`src/rtl/dma_ctrl_pkg.sv`:
```
// Shared register map, bit positions and FSM state types for the DMA control block.
package dma_ctrl_pkg;

    localparam logic [2:0] REG_CTRL   = 3'd0;
    localparam logic [2:0] REG_STATUS = 3'd1;
    localparam logic [2:0] REG_SRC    = 3'd2;
    localparam logic [2:0] REG_DST    = 3'd3;
    localparam logic [2:0] REG_LEN    = 3'd4;

    localparam int CTRL_START_BIT  = 0;
    localparam int CTRL_IRQ_EN_BIT = 1;

    localparam int STAT_BUSY_BIT = 0;
    localparam int STAT_DONE_BIT = 1;
    localparam int STAT_ERR_BIT  = 2;

    typedef enum logic {
        ACC_IDLE = 1'b0,
        RD_RESP  = 1'b1
    } acc_state_t;

    typedef enum logic [1:0] {
        CH_IDLE  = 2'd0,
        CH_START = 2'd1,
        CH_BUSY  = 2'd2
    } ch_state_t;

    // Transfer configuration registers that are locked while a transfer runs.
    function automatic logic is_cfg_reg(input logic [2:0] sel);
        return (sel == REG_SRC) || (sel == REG_DST) || (sel == REG_LEN);
    endfunction

endpackage

```
`src/rtl/dma_ch_seq.sv`:
```
// Channel sequencer: start handshake toward the DMA engine plus BUSY/DONE/ERR flags.
module dma_ch_seq
    import dma_ctrl_pkg::*;
(
    input  logic clk_i,
    input  logic rstn_i,
    input  logic start_wr_i,
    input  logic len_zero_i,
    input  logic cfg_wr_i,
    input  logic done_clr_i,
    input  logic err_clr_i,
    input  logic start_ready_i,
    input  logic done_i,
    input  logic err_i,
    output logic start_valid_o,
    output logic busy_o,
    output logic done_o,
    output logic err_o
);

    ch_state_t state_q, state_d;
    logic      done_q, done_d;
    logic      err_q, err_d;
    logic      done_set, err_set;

    always_ff @(posedge clk_i or negedge rstn_i) begin
        if (!rstn_i) begin
            state_q <= CH_IDLE;
            done_q  <= 1'b0;
            err_q   <= 1'b0;
        end else begin
            state_q <= state_d;
            done_q  <= done_d;
            err_q   <= err_d;
        end
    end

    always_comb begin
        state_d  = state_q;
        done_set = 1'b0;
        err_set  = 1'b0;
        case (state_q)
            CH_IDLE: begin
                if (start_wr_i) begin
                    if (len_zero_i) err_set = 1'b1;
                    else            state_d = CH_START;
                end
            end
            CH_START: begin
                if (start_wr_i || cfg_wr_i) err_set = 1'b1;
                if (start_ready_i) state_d = CH_BUSY;
            end
            CH_BUSY: begin
                if (start_wr_i || cfg_wr_i) err_set = 1'b1;
                if (done_i) done_set = 1'b1;
                if (err_i)  err_set  = 1'b1;
                if (done_i || err_i) state_d = CH_IDLE;
            end
            default: state_d = CH_IDLE;
        endcase
        // A hardware set in the same cycle as a software clear must survive.
        done_d = done_set | (done_q & ~done_clr_i);
        err_d  = err_set  | (err_q  & ~err_clr_i);
    end

    assign start_valid_o = (state_q == CH_START);
    assign busy_o        = (state_q != CH_IDLE);
    assign done_o        = done_q;
    assign err_o         = err_q;

endmodule

```
`src/rtl/dma_ctrl_regs.sv`:
```
// DMA configuration register file and bus access FSM behind the APB slave request bus.
module dma_ctrl_regs
    import dma_ctrl_pkg::*;
#(
    parameter int DATA_WIDTH = 32,
    parameter int ADDR_WIDTH = 32,
    parameter int LEN_WIDTH  = 16
) (
    input  logic                  i_clk_apb,
    input  logic                  i_rstn_apb,
    input  logic                  i_valid,
    input  logic                  i_rd0_wr1,
    input  logic [ADDR_WIDTH-1:0] i_addr,
    input  logic [DATA_WIDTH-1:0] i_wr_data,
    output logic                  o_ready,
    output logic                  o_rd_valid,
    output logic [DATA_WIDTH-1:0] o_rd_data,
    output logic [DATA_WIDTH-1:0] o_src_addr,
    output logic [DATA_WIDTH-1:0] o_dst_addr,
    output logic [LEN_WIDTH-1:0]  o_len,
    output logic                  o_start_valid,
    input  logic                  i_start_ready,
    input  logic                  i_done,
    input  logic                  i_err,
    output logic                  o_irq
);

    acc_state_t            acc_q, acc_d;
    logic [DATA_WIDTH-1:0] src_q, src_d;
    logic [DATA_WIDTH-1:0] dst_q, dst_d;
    logic [LEN_WIDTH-1:0]  len_q, len_d;
    logic                  irq_en_q, irq_en_d;
    logic                  irq_q, irq_d;
    logic [DATA_WIDTH-1:0] rd_data_q, rd_data_d;
    logic [DATA_WIDTH-1:0] rd_mux;

    logic [2:0] sel;
    logic       wr_acc, rd_acc;
    logic       start_wr, cfg_wr, done_clr, err_clr;
    logic       busy, done_flag, err_flag;
    logic       unused_addr;

    assign sel         = i_addr[4:2];
    assign unused_addr = ^{i_addr[ADDR_WIDTH-1:5], i_addr[1:0]};

    assign wr_acc   = i_valid & o_ready & i_rd0_wr1;
    assign rd_acc   = i_valid & o_ready & ~i_rd0_wr1;
    assign start_wr = wr_acc & (sel == REG_CTRL) & i_wr_data[CTRL_START_BIT];
    assign cfg_wr   = wr_acc & is_cfg_reg(sel);
    assign done_clr = wr_acc & (sel == REG_STATUS) & i_wr_data[STAT_DONE_BIT];
    assign err_clr  = wr_acc & (sel == REG_STATUS) & i_wr_data[STAT_ERR_BIT];

    dma_ch_seq u_ch_seq (
        .clk_i         (i_clk_apb),
        .rstn_i        (i_rstn_apb),
        .start_wr_i    (start_wr),
        .len_zero_i    (len_q == '0),
        .cfg_wr_i      (cfg_wr),
        .done_clr_i    (done_clr),
        .err_clr_i     (err_clr),
        .start_ready_i (i_start_ready),
        .done_i        (i_done),
        .err_i         (i_err),
        .start_valid_o (o_start_valid),
        .busy_o        (busy),
        .done_o        (done_flag),
        .err_o         (err_flag)
    );

    always_ff @(posedge i_clk_apb or negedge i_rstn_apb) begin
        if (!i_rstn_apb) begin
            acc_q     <= ACC_IDLE;
            src_q     <= '0;
            dst_q     <= '0;
            len_q     <= '0;
            irq_en_q  <= 1'b0;
            irq_q     <= 1'b0;
            rd_data_q <= '0;
        end else begin
            acc_q     <= acc_d;
            src_q     <= src_d;
            dst_q     <= dst_d;
            len_q     <= len_d;
            irq_en_q  <= irq_en_d;
            irq_q     <= irq_d;
            rd_data_q <= rd_data_d;
        end
    end

    always_comb begin
        acc_d      = acc_q;
        o_ready    = 1'b0;
        o_rd_valid = 1'b0;
        case (acc_q)
            ACC_IDLE: begin
                o_ready = 1'b1;
                if (i_valid && !i_rd0_wr1) acc_d = RD_RESP;
            end
            RD_RESP: begin
                o_rd_valid = 1'b1;
                acc_d      = ACC_IDLE;
            end
            default: acc_d = ACC_IDLE;
        endcase
    end

    // Transfer parameters are frozen while the channel is busy.
    always_comb begin
        src_d    = src_q;
        dst_d    = dst_q;
        len_d    = len_q;
        irq_en_d = irq_en_q;
        if (wr_acc) begin
            case (sel)
                REG_CTRL: irq_en_d = i_wr_data[CTRL_IRQ_EN_BIT];
                REG_SRC:  if (!busy) src_d = i_wr_data;
                REG_DST:  if (!busy) dst_d = i_wr_data;
                REG_LEN:  if (!busy) len_d = i_wr_data[LEN_WIDTH-1:0];
                default: ;
            endcase
        end
    end

    always_comb begin
        rd_mux = '0;
        case (sel)
            REG_CTRL: rd_mux[CTRL_IRQ_EN_BIT] = irq_en_q;
            REG_STATUS: begin
                rd_mux[STAT_BUSY_BIT] = busy;
                rd_mux[STAT_DONE_BIT] = done_flag;
                rd_mux[STAT_ERR_BIT]  = err_flag;
            end
            REG_SRC: rd_mux = src_q;
            REG_DST: rd_mux = dst_q;
            REG_LEN: rd_mux[LEN_WIDTH-1:0] = len_q;
            default: ;
        endcase
    end

    assign rd_data_d = rd_acc ? rd_mux : rd_data_q;
    assign irq_d     = irq_en_q & (done_flag | err_flag);

    assign o_rd_data  = o_rd_valid ? rd_data_q : '0;
    assign o_src_addr = src_q;
    assign o_dst_addr = dst_q;
    assign o_len      = len_q;
    assign o_irq      = irq_q;

endmodule

```
`config.mk`:
```
export PLATFORM = sky130hd
export DESIGN_NAME = dma_ctrl_regs
export DESIGN_NICKNAME = d
export VERILOG_FILES = /design/src/rtl/dma_ctrl_pkg.sv /design/src/rtl/dma_ch_seq.sv /design/src/rtl/dma_ctrl_regs.sv
export SDC_FILE = /design/constraint.sdc
export NUM_CORES = 1
export LEC_CHECK = 0
export BUFFER_PORTS_ARGS = -buffer_cell sky130_fd_sc_hd__clkbuf_2
export CORE_MARGIN = 10
export CORE_UTILIZATION = 45
export CTS_BUF_LIST = sky130_fd_sc_hd__clkbuf_4 sky130_fd_sc_hd__clkbuf_8 sky130_fd_sc_hd__clkbuf_16
export CTS_CLUSTER_DIAMETER = 60
export DETAILED_ROUTE_END_ITERATION = 16
export HOLD_SLACK_MARGIN = 0.1
export PLACE_DENSITY = 0.81
export SLEW_MARGIN = 20
export SYNTH_ARGS = -nofsm -noshare
export SYNTH_HDL_FRONTEND = slang
export SYNTH_SLANG_ARGS = --single-unit
```
`constraint.sdc`:
```
create_clock -name i_clk_apb -period 2.2 [get_ports i_clk_apb]
set_input_delay 0.44 -clock i_clk_apb [delete_from_list [all_inputs] [get_ports i_clk_apb]]
set_output_delay 0.44 -clock i_clk_apb [all_outputs]
set_load 0.02 [all_outputs]
```
==> flow_metrics.tcl, run 1 <==
set metrics [dict create \
    nFillCells 970 \
    hold_viol 0 \
    worst_slew_pin_slew_ps 629 \
    grt_overflow 0 \
    drtAntennaViolNets 0 \
    antenna_found_initial 0 \
    synth.largest_area_cell "dfrtp_1" \
    dr.max_layer_used "met4" \
    end_kind "output pin" \
    layoutNonFillerInstCount 752 \
    fmax_mhz 538 \
    h-tree-depth 4 \
    clockBufferDepth 2 \
    grt_pass1_wl_mm 23.4 \
    syn2layout_area_growth_pct 27.7 \
    grt_usage 0.178 \
    hpwl_mm 10.8 \
    ys.warnings.count 0 \
    synthArstFlopShare 1.00 \
    power-per-cell-area_nw_per_um2 1080 \
    worst_ir_drop_vdd_mv 0.692 \
    critPathKind "register to output pin" \
    post_cts_buffers 0 \
    wirelength_mm 14.7 \
    std_cell_rows 40 \
    netlist_instances 427 \
    synth.avg_cell_area_um2 12.8 \
    report.final.slew_viol_count 0 \
    vias 4041 \
    first_iter_violations 266 \
    static-leakage-power_nw 3.55 \
    dr.pass1.iters 5 \
    io_buffers 157 \
    dr_wl_met2_mm 7.09 \
    core_area_um2 12000 \
    die_w_um 130 \
    outcome "complete, no violations" \
    r2r-start "u_ch_seq.state_q[0]$_DFFE_PN0P_" \
    cts_resized 0 \
    wl_met3_mm 1.35 \
    dp.cells 720 \
    crit_arrival_ps 1420 \
    yosysMostFrequentCell "dfrtp_1" \
    fin_setup_tns_ps 0 \
    synthTopCellsByCount "dfrtp_1 (119), mux2_2 (52), nand2_1 (32), mux2i_1 (31), mux2_4 (30)" \
    maxCapViolCount 0 \
    grt_max_degree 120 \
    startpoint_type "register" \
    cts_tree "yes" \
    final_nets 663 \
    antenna_cells 0 \
    fin_crit_sh 0.845 \
    clock-sinks 119 \
    synth_fp_nets 498 \
    rsz0062_at_grt "no" \
    syn_area_um2 5480 \
    synth_top_cell_area_share 0.544 \
    power_w 0.00753 \
    period_minus_slack_ps 1860 \
    wl_per_cell_um 19.6 \
    dieArea_um2 17000 \
    start_util 0.458 \
    worst_skew_pair.late_latency_ps 410 \
    num_io_pins 187 \
    viasPerCell 5.37 \
    clk_pin_slew_ps 50 \
    post-route-drc-count 0 \
    ys.flop_type "dfrtp_1" \
    synth_edf_count 0 \
    worstSetupStartpoint "acc_q$_DFF_PN0_" \
    ctsRootBufferMaster "clkbuf_16" \
    setup_viol 0 \
    cts-buffers-inserted 17 \
    relSlewSlack 0.581 \
    required_ps 1760 \
    routabilityCongestion 0.829 \
    synth_cell_types 42 \
    die_h_um 130 \
    met1Wirelength_mm 6.07 \
    clock_skew_ps 5.89 \
    min_path_type "input port to asynchronous set/reset pin" \
    synth_seq_cells 119 \
    grt_pass1_vias 4444 \
    crit_fanout 23 \
    hold_buffers 0 \
    yosysSeqAreaShare 0.544 \
    drive_gt1_frac 0.498 \
    yosys-top-cells-area "dfrtp_1 (54%), mux2_2 (11%), mux2_4 (8.2%)" \
]
sequential cells by signal, summed over array words and instances, names as in the netlist, 2 cells and up:
signal,count
o_src_addr,32
o_len,16
rd_data_q,32
o_dst_addr,32
u_ch_seq.state_q,2
logic make-up (layout without fill, tap and decap cells):
kind of cell    count (synthesis)  after routing  share of synthesized area
flops                         119            119                      0.544
simple gates                  101            101                      0.106
buf+inv                        33            211                     0.0324
compound gates                 60             60                     0.0699
mux                           114            114                      0.248
placed cells by master (no fill, tap or decap), types with 3 or more instances in the layout:
master     count
clkbuf_8       3
nor2_1        14
nand2_1       32
mux2_4        30
clkinv_2       6
o31ai_1       16
dfrtp_1      119
and2_2         3
mux2i_1       31
buf_4         17
o21a_1         3
clkbuf_4       3
a21oi_1       15
and2_1        29
nor2b_1        3
o21ai_0       16
nor4_1         5
clkbuf_2     156
mux2_2        52
inv_1          5
clkbuf_16     17
through the flow:
| step | area (um2) | hold WS (ps) | utilization | setup slack [ps] |
|---|---|---|---|---|
| floorplan | 5480 | 144 | - | 420 |
| global placement | 6430 | 452 | 0.538 | 382 |
| detailed placement | 6430 | 463 | 0.538 | 336 |
| CTS | 7000 | 148 | 0.585 | 319 |
| global route | 7000 | 172 | 0.585 | 253 |
| finish | 7000 | 104 | 0.585 | 340 |
worst max-delay path: stages (launching register included):
cell and delay, ps:
dfrtp_1 390, buf_4 250, and2_2 200, clkbuf_2 170
metal layers:
metal | up-vias | global-route usage
li1 | 1841 | -
met1 | 2013 | 0.212
met2 | 167 | 0.288
met3 | 20 | 0.0669
met4 | 0 | 0.0687
met5 | - | 0
path summary, 6_finish.rpt:
path / slack, ps / to / cells past startpoint
setup / recovery: 340 / o_rd_data[1] / 3
hold / removal: 100 / o_src_addr[10]$_DFFE_PN0P_ / 2
setup reg to reg: 420 / o_src_addr[16]$_DFFE_PN0P_ / 4
hold reg to reg: 470 / rd_data_q[16]$_DFFE_PN0P_ / 2
max in group asynchronous: 1620 / u_ch_seq.state_q[0]$_DFFE_PN0P_ / 2
min in group i_clk_apb: 270 / u_ch_seq.done_o$_DFF_PN0_ / 2
final cells by class:
class | count | area (um2) | area share
repair buffers | 174 | 928 | 0.133
clock buffers | 23 | 489 | 0.0699
clock inverters | 9 | 75.1 | 0.0107
multi-input cells | 275 | 2320 | 0.332
flip-flops and latches | 119 | 2980 | 0.426
well taps | 147 | 184 | 0.0263
inverters | 5 | 18.8 | 0.00268
power breakdown:
group	internal [W]	switching, W	total (W)
clock	0.00166	0.000958	0.00262
sequential	0.00265	0.000400	0.00305
combinational	0.000799	0.00106	0.00185
No activity file was read; power rests on OpenSTA's default activity.
==> run 2, diff against run 1 <==
Settings changed: PLACE_DENSITY 0.81 to 0.84.
Clock period 2.2 ns to 1.6 ns, I/O delays scaled along.
==> run 2 against run 1 <==
Sequential cell count did not move. Register-to-register slack got worse by 560 ps. Worst setup slack got worse by 480 ps. Via count rose by 4.3%. The flow now finishes with violations (setup timing). Final area rose by 12%. Sequential share of layout area fell by 4.6 points. Critical endpoint is now o_dst_addr[27]$_DFFE_PN0P_. Combinational power rose by 50%. Clock power rose by 63%. Worst hold slack improved by 43 ps. Non-clock buffer count rose by 30.
==> flow_metrics.tcl, run 2 (same netlist as run 1, synthesis figures left out) <==
set metrics [dict create \
    whs_ps 148 \
    clock_skew_ps 5.85 \
    report.final.slew_viol_count 0 \
    die_h_um 130 \
    maxCapViolCount 0 \
    power-per-cell-area_nw_per_um2 1430 \
    worst_ir_drop_vdd_mv 1.00 \
    wirelength_mm 16.3 \
    layoutNonFillerInstCount 782 \
    cp_slowest_stage_delay_ps 370 \
    wl_per_cell_um 20.9 \
    place_ws_ps -184 \
    h-tree-depth 4 \
    period_minus_slack_ps 1740 \
    worst_skew_pair.late_latency_ps 420 \
    grt_pass1_vias 4494 \
    hpwl_mm 10.9 \
    vias 4213 \
    worstPathCellList "or2_4, buf_6, nor2_4, nand4_4, buf_6, buf_16, mux2_4" \
    startpoint_type "register" \
    static-leakage-power_nw 3.95 \
    std_cell_rows 40 \
    drtAntennaViolNets 0 \
    clk_pin_slew_ps 50 \
    dr.pass1.iters 4 \
    grt_pass1_wl_mm 25.0 \
    fmax_mhz 575 \
    dp.cells 737 \
    relSlewSlack 0.735 \
    grt_usage 0.193 \
    drive_gt1_frac 0.554 \
    dieArea_um2 17000 \
    syn2layout_area_growth_pct 43.4 \
    first_iter_violations 307 \
    cp-endpoint "o_dst_addr[27]$_DFFE_PN0P_" \
    antenna_cells 0 \
    start_util 0.458 \
    viasPerCell 5.39 \
    clockBufferDepth 2 \
    cts_tree "yes" \
    core_area_um2 12000 \
    r2r_cells 7 \
    rsz0062_at_grt "yes" \
    clock-sinks 119 \
    fin_ws_ps -138 \
    grt_max_degree 38 \
    failed_checks "setup timing" \
    worst_slew_pin_slew_ps 397 \
    r2r_slack_ps -140 \
    end_kind "register" \
    final_common_cell "clkbuf_2" \
    r2r-start "u_ch_seq.state_q[0]$_DFFE_PN0P_" \
    routabilityCongestion 0.820 \
    io_buffers 157 \
    crit_path_frequent_cell "buf_6" \
    crit_slowest_cell "dfrtp_1" \
    fin_crit_sh 1.09 \
    power_w 0.0112 \
    nFillCells 881 \
    ctsRootBufferMaster "clkbuf_16" \
    post-route-drc-count 0 \
    layout_common_cells "clkbuf_2 (125), dfrtp_1 (118), mux2_4 (43)" \
    grt_overflow 0 \
    crit_arrival_ps 2040 \
    hold_viol 0 \
    outcome "finished with violations" \
    timing.rr.end "o_dst_addr[27]$_DFFE_PN0P_" \
    final_nets 693 \
    num_io_pins 187 \
    crit_fanout 7 \
    critPathKind "register to register" \
    die_w_um 130 \
    setup_viol 101 \
    antenna_found_initial 0 \
    min_path_type "input port to register" \
    worstSetupStartpoint "u_ch_seq.state_q[0]$_DFFE_PN0P_" \
    cts-buffers-inserted 17 \
    required_ps 1900 \
]
==> run 2: cell count changes in the layout (fill, tap and decap cells not counted), moves of 3 or more <==
cell	delta
clkbuf_2	-31
buf_8	+6
buf_12	+9
buf_6	+23
mux2_4	+13
buf_2	+11
clkbuf_8	+4
and2_1	-17
buf_16	+3
mux2_2	-12
bufinv_16	+3
clkinv_2	-5
and2_4	+19
buf_4	+6
==> run 2: worst min-delay path by stage <==
stage	cells past startpoint	to	from
floorplan	0	acc_q$_DFF_PN0_	i_rstn_apb
global placement	1	o_dst_addr[1]$_DFFE_PN0P_	i_rstn_apb
detailed placement	1	o_dst_addr[2]$_DFFE_PN0P_	i_rstn_apb
CTS	2	o_src_addr[22]$_DFFE_PN0P_	i_wr_data[22]
global route	2	o_src_addr[22]$_DFFE_PN0P_	i_wr_data[22]
finish	2	o_src_addr[22]$_DFFE_PN0P_	i_wr_data[22]
==> run 2: per-layer routing <==
layer / vias up / global-route usage / part of all wire
li1: 1906 / - / -
met4: 0 / 0.0765 / 0.014
met3: 24 / 0.0706 / 0.070
met1: 2152 / 0.219 / 0.41
met5: - / 0 / 0
met2: 131 / 0.323 / 0.51
==> run 2: per-stage QoR <==
step	instance area [um2]	setup TNS (ps)	utilization
3_3_place_gp	6660	-6640	0.556
3_5_place_dp	6660	-8530	0.556
5_1_grt	7860	-11840	0.657
6_report	7860	-6670	0.657
4_1_cts	7680	-7640	0.642
2_1_floorplan	5480	-3170	-
==> run 2: critical path: cells and delay by family (launching register included) <==
kind,cells,cell delay [ps]
flip-flops,1,370
AND/OR/NAND/NOR,3,510
buffers and inverters,3,450
multiplexers,1,290
==> run 2: final cells by class <==
cell class / instances / area (um2) / area share
Sequential cell: 119 / 2980 / 0.379
Timing Repair Buffer: 204 / 1550 / 0.197
Clock inverter: 6 / 134 / 0.0170
Tap cell: 147 / 184 / 0.0234
Inverter: 5 / 18.8 / 0.00239
Clock buffer: 26 / 537 / 0.0683
Multi-Input combinational cell: 275 / 2460 / 0.313
==> run 2: timing repair <==
| action | in CTS | in global routing |
|---|---|---|
| resized for setup | 46 | 84 |
| setup buffers | 9 | 3 |
| gates cloned | 4 | 2 |
| hold buffers | 1 | 0 |
| pin swaps | 4 | 1 |
| endpoints found under the hold margin | 20 | 0 |
| endpoints found under the setup margin | 114 | 132 |
==> run 2: power by group <==
group          leakage (nW)  total (W)  internal, W  switching, W
clock                 0.334    0.00426      0.00293       0.00133
combinational          2.11    0.00278      0.00128       0.00151
sequential             1.51    0.00420      0.00365      0.000548
==> run 3, diff against run 2 <==
Settings changed: ABC_AREA set to 1.
==> run 3 against run 2 <==
Combinational power up 53%. First-iteration DRC count rose by 24%. Cell count is 23% higher. Highest routed layer unchanged. Sequential share of layout area grew 3.0 points. Synthesized area is 1.9% lower. Critical endpoint is now o_rd_data[3]. Sequential cell count is the same. Power increased by 18%. Utilization down 2.7 points. The flow still finishes with violations (setup timing). Register-to-register slack gained 190 ps. Die area down 1.6%.
==> flow_metrics.tcl, run 3 <==
set metrics [dict create \
    outcome "finished with violations" \
    failed_checks "setup timing" \
    die_h_um 129 \
    report.final.slew_viol_count 0 \
    grt_usage 0.189 \
    period_minus_slack_ps 1630 \
    r2r_slack_ps 50 \
    dieArea_um2 16700 \
    drtAntennaViolNets 0 \
    clockBufferDepth 2 \
    layout_common_cells "nand2_1 (239), clkbuf_2 (125), dfrtp_1 (118)" \
    required_ps 1280 \
    yosysSeqAreaShare 0.554 \
    first_iter_violations 381 \
    place_ws_ps 67.5 \
    synthTopCellsByCount "nand2_1 (240), dfrtp_1 (119), inv_1 (75), o21ai_1 (62), o21ai_0 (32)" \
    dp.cells 928 \
    core_area_um2 11600 \
    synth_top_cell_area_share 0.554 \
    post-route-drc-count 0 \
    final_nets 883 \
    combPwrFrac 0.322 \
    worstPathCellList "buf_12, nand2_1, inv_1, buf_4" \
    crit_fanout 21 \
    fmax_mhz 613 \
    end_kind "output pin" \
    worst_skew_pair.late_latency_ps 400 \
    io_buffers 157 \
    worst_ir_drop_vdd_mv 1.11 \
    cts_tree "yes" \
    hold_viol 0 \
    antenna_cells 0 \
    maxCapViolCount 0 \
    synth_edf_count 0 \
    synthArstFlopShare 1.00 \
    clock_skew_ps 6.06 \
    syn2layout_area_growth_pct 35.5 \
    layoutNonFillerInstCount 965 \
    synth_cell_types 27 \
    netlist_instances 641 \
    wl_per_cell_um 17.5 \
    ctsRootBufferMaster "clkbuf_16" \
    seqPwrFrac 0.384 \
    yosysMostFrequentCell "nand2_1" \
    cts-buffers-inserted 17 \
    p_int_w 0.00814 \
    viasPerCell 5.22 \
    critPathKind "register to output pin" \
    num_io_pins 187 \
    relSlewSlack 0.678 \
    syn_area_um2 5370 \
    crit_arrival_ps 1310 \
    power-per-cell-area_nw_per_um2 1820 \
    clock-sinks 119 \
    setup_viol 3 \
    power_w 0.0132 \
    dr.pass1.iters 6 \
    final_common_cell "nand2_1" \
    whs_ps 136 \
    synth.avg_cell_area_um2 8.38 \
    grt_max_degree 59 \
    fin_setup_tns_ps -65.9 \
    sw_frac_of_total 0.384 \
    die_w_um 129 \
    h-tree-depth 4 \
    grt_pass1_wl_mm 25.0 \
    synth_fp_nets 712 \
    rsz0062_at_grt "yes" \
    routabilityCongestion 0.865 \
    ys.flop_type "dfrtp_1" \
    cp_slowest_stage_delay_ps 440 \
    fin_crit_sh 1.02 \
    min_path_type "input port to register" \
    vias 5040 \
    grt_pass1_vias 4748 \
    drive_gt1_frac 0.302 \
    ys.warnings.count 0 \
    clkPwrFrac 0.294 \
    multi_input_area_um2 1880 \
    crit_slowest_cell "dfrtp_2" \
    antenna_found_initial 0 \
    synth_seq_cells 119 \
    hpwl_mm 11.3 \
    nFillCells 950 \
    std_cell_rows 39 \
    grt_overflow 0 \
    fin_ws_ps -32.0 \
    startpoint_type "register" \
    start_util 0.465 \
    yosys-top-cells-area "dfrtp_1 (55%), nand2_1 (17%), o21ai_1 (5.8%)" \
    synth.largest_area_cell "dfrtp_1" \
    regArea_um2 2980 \
    worst_slew_pin_slew_ps 482 \
    wirelength_mm 16.8 \
    clk_pin_slew_ps 50 \
    p_switching_w 0.00508 \
    static-leakage-power_nw 4.07 \
]
-- run 3: changes by cell type in the layout (fill, tap and decap cells not counted), moves of 19 or more --
cell     delta
mux2i_1    -31
inv_1      +57
mux2_4     -43
and2_4     -19
o21ai_1    +62
mux2_2     -40
nand2_1   +207
-- run 3: power groups by stage --
| stage | registers (W) | clock network (W) | logic [W] |
|---|---|---|---|
| 2_1_floorplan | 0.00603 | 0 | 0.00144 |
| 3_3_place_gp | 0.00501 | 0 | 0.00409 |
| 3_5_place_dp | 0.00506 | 0 | 0.00419 |
| 4_1_cts | 0.00504 | 0.00391 | 0.00425 |
| 5_1_grt | 0.00523 | 0.00403 | 0.00462 |
| 6_report | 0.00508 | 0.00388 | 0.00426 |
-- run 3: cell type report --
| type | count | area share |
|---|---|---|
| Sequential cell | 119 | 0.409 |
| Multi-Input combinational cell | 411 | 0.259 |
| Timing Repair Buffer | 184 | 0.184 |
| Clock buffer | 21 | 0.0660 |
| Inverter | 79 | 0.0409 |
| Tap cell | 143 | 0.0246 |
| Clock inverter | 8 | 0.0168 |
-- run 3: critical path: cells and delay by family, from the launching register on --
family        cells  cell delay (ps)
flops             1              440
simple gates      1               90
buf+inv           3              370
-- run 3: per-stage QoR --
step                      cell area, um2   util
final                               7280  0.629
after floorplan                     5370      -
after detailed placement            6330  0.548
after CTS                           7100  0.614
after global placement              6330  0.548
after global routing                7280  0.629
-- run 3: path summary, 6_finish.rpt --
check / cells past startpoint / to / from
max in group asynchronous: 3 / o_len[12]$_DFFE_PN0P_ / i_rstn_apb
min in group asynchronous: 2 / rd_data_q[13]$_DFFE_PN0P_ / i_rstn_apb
worst max register to register: 8 / o_dst_addr[10]$_DFFE_PN0P_ / acc_q$_DFF_PN0_
worst min register to register: 2 / rd_data_q[14]$_DFFE_PN0P_ / rd_data_q[14]$_DFFE_PN0P_
worst min-delay path: 3 / irq_en_q$_DFFE_PN0N_ / i_wr_data[1]
worst max-delay path: 4 / o_rd_data[3] / acc_q$_DFF_PN0_
-- run 3: routing by layer --
layer | part of all wire | vias to the layer above | track usage
met1 | 0.40 | 2399 | 0.225
li1 | - | 2360 | -
met2 | 0.49 | 240 | 0.314
met5 | 0 | - | 0
met4 | 0.027 | 0 | 0.0716
met3 | 0.087 | 41 | 0.0620
-- run 3: cells by family (layout without fill, tap and decap cells) --
logic type,Yosys count,after routing,synth area share
flops,119,119,0.554
compound gates,124,124,0.130
buf+inv,111,292,0.0971
simple gates,287,287,0.218
-- run 3: timing repair --
item                       4_1_cts  5_1_grt
hold buffers                     1        0
pin swaps                        0        1
cloned                           0        3
hold endpoints to repair        30        0
resized for setup               38       59
setup endpoints to repair       32       56
buffers inserted                 1        3
